==> config.mk <==
export PLATFORM = sky130hd
export DESIGN_NAME = alu_share_arbiter
export DESIGN_NICKNAME = d
export VERILOG_FILES = /design/src/rtl/alu_pkg.sv /design/src/rtl/rr_arbiter.sv /design/src/rtl/alu_share_arbiter.sv
export SDC_FILE = /design/constraint.sdc
export NUM_CORES = 1
export LEC_CHECK = 0
export BUFFER_PORTS_ARGS = -buffer_cell sky130_fd_sc_hd__buf_2
export CORE_UTILIZATION = 46
export DETAILED_ROUTE_END_ITERATION = 8
export PLACE_DENSITY = 0.9
export SLEW_MARGIN = 20
export SYNTH_ARGS = -nofsm -noshare
export SYNTH_HDL_FRONTEND = slang
export SYNTH_SLANG_ARGS = --single-unit
==> constraint.sdc <==
create_clock -name CLK -period 2.2 [get_ports CLK]
set_input_delay 0.22 -clock CLK [delete_from_list [all_inputs] [get_ports CLK]]
set_output_delay 0.22 -clock CLK [all_outputs]
set_load 0.1 [all_outputs]
==> src/rtl/alu_pkg.sv <==
// Shared opcode constants and FSM state encoding for the ALU share arbiter.
package alu_pkg;

    localparam logic [2:0] ALU_FWD = 3'b000;
    localparam logic [2:0] ALU_ADD = 3'b001;
    localparam logic [2:0] ALU_AND = 3'b010;
    localparam logic [2:0] ALU_OR  = 3'b011;

    typedef enum logic [1:0] {
        IDLE = 2'd0,
        EXEC = 2'd1,
        RESP = 2'd2
    } arb_state_t;

endpackage

==> src/rtl/rr_arbiter.sv <==
// Combinational round-robin pick: first valid requester at or after the pointer,
// wrapping ascending. The pointer register lives in the parent.
module rr_arbiter #(
    parameter int NUM_REQ = 2,
    parameter int ID_W    = 1
) (
    input  logic [NUM_REQ-1:0] valid,
    input  logic [ID_W-1:0]    ptr,
    output logic [NUM_REQ-1:0] grant,
    output logic [ID_W-1:0]    winner,
    output logic               any_valid
);

    logic [ID_W-1:0] idx;

    always_comb begin
        // NOTE: every output gets a default before the loop, so no path leaves one unassigned (no latch).
        grant     = '0;
        winner    = '0;
        any_valid = 1'b0;
        idx       = '0;
        for (int k = 0; k < NUM_REQ; k++) begin
            idx = ID_W'((int'(ptr) + k) % NUM_REQ);
            if (!any_valid && valid[idx]) begin
                any_valid   = 1'b1;
                grant[idx]  = 1'b1;
                winner      = idx;
            end
        end
    end

endmodule

==> src/rtl/alu_share_arbiter.sv <==
// Shares one combinational ALU between NUM_REQ requesters, one op in flight.
// Optional macro ALU_ARB_OPCHECK_EN: reject SELECT outside FWD/ADD/AND/OR with RSP_ERR.
module alu_share_arbiter
    import alu_pkg::*;
#(
    parameter  int NUM_REQ = 2,
    parameter  int DATA_W  = 8,
    parameter  int SEL_W   = 3,
    localparam int ID_W    = (NUM_REQ > 2) ? 2 : 1
) (
    input  logic                      CLK,
    input  logic                      RESET_N,
    input  logic [NUM_REQ-1:0]        REQ_VALID,
    output logic [NUM_REQ-1:0]        REQ_READY,
    input  logic [NUM_REQ*DATA_W-1:0] REQ_DATA1,
    input  logic [NUM_REQ*DATA_W-1:0] REQ_DATA2,
    input  logic [NUM_REQ*SEL_W-1:0]  REQ_SELECT,
    output logic                      RSP_VALID,
    input  logic                      RSP_READY,
    output logic [ID_W-1:0]           RSP_ID,
    output logic [DATA_W-1:0]         RSP_RESULT,
    output logic                      RSP_ERR,
    output logic [DATA_W-1:0]         ALU_DATA1,
    output logic [DATA_W-1:0]         ALU_DATA2,
    output logic [SEL_W-1:0]          ALU_SELECT,
    input  logic [DATA_W-1:0]         ALU_RESULT,
    output logic                      BUSY
);

    arb_state_t        state_q, state_d;
    logic [ID_W-1:0]   ptr_q, ptr_d;
    logic [DATA_W-1:0] alu_data1_q, alu_data1_d;
    logic [DATA_W-1:0] alu_data2_q, alu_data2_d;
    logic [SEL_W-1:0]  alu_sel_q, alu_sel_d;
    logic [ID_W-1:0]   rsp_id_q, rsp_id_d;
    logic [DATA_W-1:0] rsp_result_q, rsp_result_d;
    logic              rsp_err_q, rsp_err_d;

    logic [NUM_REQ-1:0] grant;
    logic [ID_W-1:0]    winner;
    logic               any_valid;
    logic [DATA_W-1:0]  win_data1, win_data2;
    logic [SEL_W-1:0]   win_sel;
    logic               op_legal;

    rr_arbiter #(
        .NUM_REQ (NUM_REQ),
        .ID_W    (ID_W)
    ) u_rr_arbiter (
        .valid     (REQ_VALID),
        .ptr       (ptr_q),
        .grant     (grant),
        .winner    (winner),
        .any_valid (any_valid)
    );

    assign win_data1 = REQ_DATA1[int'(winner)*DATA_W +: DATA_W];
    assign win_data2 = REQ_DATA2[int'(winner)*DATA_W +: DATA_W];
    assign win_sel   = REQ_SELECT[int'(winner)*SEL_W +: SEL_W];

`ifdef ALU_ARB_OPCHECK_EN
    assign op_legal = (win_sel <= SEL_W'(ALU_OR));
`else
    assign op_legal = 1'b1;
`endif

    // Gated by RESET_N so the grant is also forced low while reset is held.
    assign REQ_READY  = (state_q == IDLE && RESET_N) ? grant : '0;
    assign RSP_VALID  = (state_q == RESP);
    assign BUSY       = (state_q != IDLE);
    assign RSP_ID     = rsp_id_q;
    assign RSP_RESULT = rsp_result_q;
    assign RSP_ERR    = rsp_err_q;
    assign ALU_DATA1  = alu_data1_q;
    assign ALU_DATA2  = alu_data2_q;
    assign ALU_SELECT = alu_sel_q;

    always_comb begin
        state_d      = state_q;
        ptr_d        = ptr_q;
        alu_data1_d  = alu_data1_q;
        alu_data2_d  = alu_data2_q;
        alu_sel_d    = alu_sel_q;
        rsp_id_d     = rsp_id_q;
        rsp_result_d = rsp_result_q;
        rsp_err_d    = rsp_err_q;
        case (state_q)
            IDLE: begin
                if (any_valid) begin
                    ptr_d     = ID_W'((int'(winner) + 1) % NUM_REQ);
                    rsp_id_d  = winner;
                    rsp_err_d = !op_legal;
                    // Rejected ops leave the ALU operands untouched.
                    if (op_legal) begin
                        alu_data1_d = win_data1;
                        alu_data2_d = win_data2;
                        alu_sel_d   = win_sel;
                    end
                    state_d = EXEC;
                end
            end
            EXEC: begin
                rsp_result_d = rsp_err_q ? '0 : ALU_RESULT;
                state_d      = RESP;
            end
            RESP: begin
                if (RSP_READY) state_d = IDLE;
            end
            default: state_d = IDLE;
        endcase
    end

    always_ff @(posedge CLK or negedge RESET_N) begin
        if (!RESET_N) begin
            state_q      <= IDLE;
            ptr_q        <= '0;
            alu_data1_q  <= '0;
            alu_data2_q  <= '0;
            alu_sel_q    <= '0;
            rsp_id_q     <= '0;
            rsp_result_q <= '0;
            rsp_err_q    <= 1'b0;
        end else begin
            // NOTE: non-blocking so every register samples the pre-edge value of the others.
            state_q      <= state_d;
            ptr_q        <= ptr_d;
            alu_data1_q  <= alu_data1_d;
            alu_data2_q  <= alu_data2_d;
            alu_sel_q    <= alu_sel_d;
            rsp_id_q     <= rsp_id_d;
            rsp_result_q <= rsp_result_d;
            rsp_err_q    <= rsp_err_d;
        end
    end

endmodule
==> key figures <==
Die
  • Core outline area: 2830 µm²
  • Die Span Y: 57.1 µm
  • Die X: 57.1 µm
  • Starting Density: 49.4%
  • Die area: 3260 µm²
  • Ports: 84
  • Row count: 19

Drt
  • Pre-antenna DRT Iters: 6
  • Iteration-0 DRC count of the detailed router: 48
  • DRC: 12
  • DR vias/cell: 5.38
  • ANT nets after route: 0
  • Post-Route WL: 3.29 mm
  • WL/cell: 14.9 µm
  • Vias: 1189

Finish
  • Area grow syn2layout: 34.1%
  • Number of fill cells: 220
  • ANT cells: 0
  • # nets final: 240
  • Share of cells above drive strength 1: 50.0%

Timing
  • Fmax: 494 MHz
  • Final hold violation count: 0
  • Final period util: 92.0%
  • Final setup violation count: 0
  • Final TNS setup: 0 ns
  • Tmin final: 2.02 ns
  • Max Slew Vio Count: 0
  • RSZ-0062 raised after global routing: false
  • Clk_skew: 0.00661 ns

Yosys
  • Yosys top cell area share: 55.5%
  • Syn Nets: 157
  • Syn Area/Cell: 13.2 µm²
  • Commonest cells post-synth: dfrtp_1, a221o_1, o21a_1
  • Seq/Total Area, Yosys: 55.5%
  • Synth top area cells: dfrtp_1, a221o_1, o21a_1
  • #FFs+latches synth: 31
  • Async set-reset flop share out of synthesis: 100%
  • Cell count after synthesis: 106
  • Most used DFF post-synth: dfrtp_1
  • Post-synth top area cell: dfrtp_1
  • YS warnings: 0
  • Leading cell type by number of instances after synthesis: dfrtp_1
  • Number of synthesized flops with an enable pin: 0
  • Cell variety after synth: 20
  • Mapped cell area: 1400 µm²

GRT
  • Grt total ovfl: 0
  • Largest net degree at the start of global routing: 29
  • First-pass GRT wire length: 5.46 mm
  • Antenna violations before repair: 0
  • Via count of the first global-routing pass: 1203
  • Total track usage: 22.2%

Setup path
  • Largest fanout on the critical path: 21
  • CP delay by family, top: simple AND/OR/NAND/NOR gates
  • Critical Path Sink Type: output port
  • Critical Path Source Type: register
  • Arrival time of the worst setup path: 1.80 ns
  • Reg2Reg Depth: 4
  • Number of buffers and inverters on the critical path: 1
  • CP Cell Sequence: nor2_4, and3_4, and2_1, buf_2
  • R2r endpoint: ALU_DATA2[2]$_DFFE_PN0P_
  • Critical Path RT: 1.98 ns
  • Setup CP Type: register to output port
  • R2R Setup Slk: 0.67 ns
  • FF-to-FF Start: ptr_q$_DFFE_PN0P_
  • Slowest CP cell: dfrtp_1
  • Max incr delay on CP: 0.42 ns

Clock network
  • Clk pin slew, worst setup/hold paths: 0.08 ns
  • Post-CTS setup buffers: 0
  • CTS Buffer Depth: 2
  • Clock latency at the later pin of the worst-skew pair: 0.32 ns
  • TritonCTS Sinks: 31
  • CTS buffer count: 5
  • Max H-tree Level: 2
  • TritonCTS clock tree: yes
  • Post_cts resized: 0
  • Root buf cell: clkbuf_4

Worst hold path
  • Hold depth: 2
  • Worst hold path class: primary input to register
  • Hold wc startpoint: RSP_READY
  • Endpoint, Worst Hold: state_q[1]$_DFFE_PN0P_

Placed design
  • GPL Wtd Cong: 0.715
  • Detailed Place HPWL: 2.46 mm
  • IO Port Bufs: 82

Outcome
  • Violated checks: DRC
  • Status: complete, but fails checks

Run
  • Total of max-cap violations: 0
-- cell families after synthesis --
kind of cell / Yosys count / share of synthesized area, %
multiplexers: 8 / 6.45
AND/OR/NAND/NOR: 13 / 6.00
other: 1 / 0.268
buffers and inverters: 12 / 6.89
AO/OA/AOI/OAI: 41 / 24.9
flip-flops: 31 / 55.5
-- how the worst max path moves through the flow --
stage | start | to | slack, ns | cells past startpoint
CTS | state_q[0]$_DFFE_PN0P_ | REQ_READY[0] | 0.16 | 4
global placement | state_q[0]$_DFFE_PN0P_ | REQ_READY[0] | 0.56 | 4
finish | state_q[0]$_DFFE_PN0P_ | REQ_READY[0] | 0.18 | 4
detailed placement | state_q[0]$_DFFE_PN0P_ | REQ_READY[0] | 0.53 | 4
global route | state_q[0]$_DFFE_PN0P_ | REQ_READY[0] | 0.07 | 4
floorplan | state_q[0]$_DFFE_PN0P_ | REQ_READY[1] | 0.35 | 4
-- registers in the layout (all words and copies together) (netlist names) --
signal	count
RSP_ID	1
ptr_q	1
RSP_RESULT	8
ALU_SELECT	3
state_q	2
ALU_DATA2	8
ALU_DATA1	8
-- placed cells by master, fill, tap and decap left out --
cell,instances
a221o_1,19
and2_1,2
and3_1,1
and3_4,1
buf_12,1
buf_2,81
buf_4,3
clkbuf_1,1
clkbuf_4,5
clkbuf_8,2
conb_1,1
dfrtp_1,31
dlygate4sd3_1,1
inv_1,1
inv_2,1
mux2_1,8
nand2_1,1
nand2b_1,5
nor2_1,2
nor2_4,1
o21a_1,19
o21ai_0,2
o21ai_1,1
-- metrics by stage --
stage,std cells,area [µm²],util (%),setup WS (ns),hold slack (ns)
2_1_floorplan,106,1400,-,0.352,-0.0756
3_3_place_gp,212,1800,63.5,0.555,0.0490
3_5_place_dp,212,1800,63.5,0.527,0.0454
4_1_cts,221,1870,66.3,0.156,0.0673
5_1_grt,221,1870,66.3,0.0732,0.0539
6_report,221,1870,66.3,0.176,0.0798
-- routing by layer --
metal | wire [µm] | GRT usage [%] | part of all wire (%) | up-vias
met5 | 0 | 0 | 0 | -
met1 | 1420 | 27.3 | 43 | 570
met2 | 1620 | 35.5 | 49 | 51
met3 | 215 | 7.71 | 6.5 | 4
li1 | - | - | - | 564
met4 | 30 | 10.1 | 0.91 | 0
-- layout make-up --
type                    instances  area, µm²  area share, %
inverters                       2       7.51          0.401
multi-input cells              63        526           28.0
clock buffers                   8       68.8           3.67
flip-flops and latches         31        776           41.4
repair buffers                 86        458           24.4
well taps                      31       38.8           2.07
-- what timing repair did --
action / 4_1_cts / 5_1_grt
endpoints found under the setup margin: 0 / 0
endpoints found under the hold margin: 3 / 0
hold buffers: 1 / 0
Power is not shown: default switching activity piles up to over one toggle a cycle in this logic, so the estimate is an artifact.
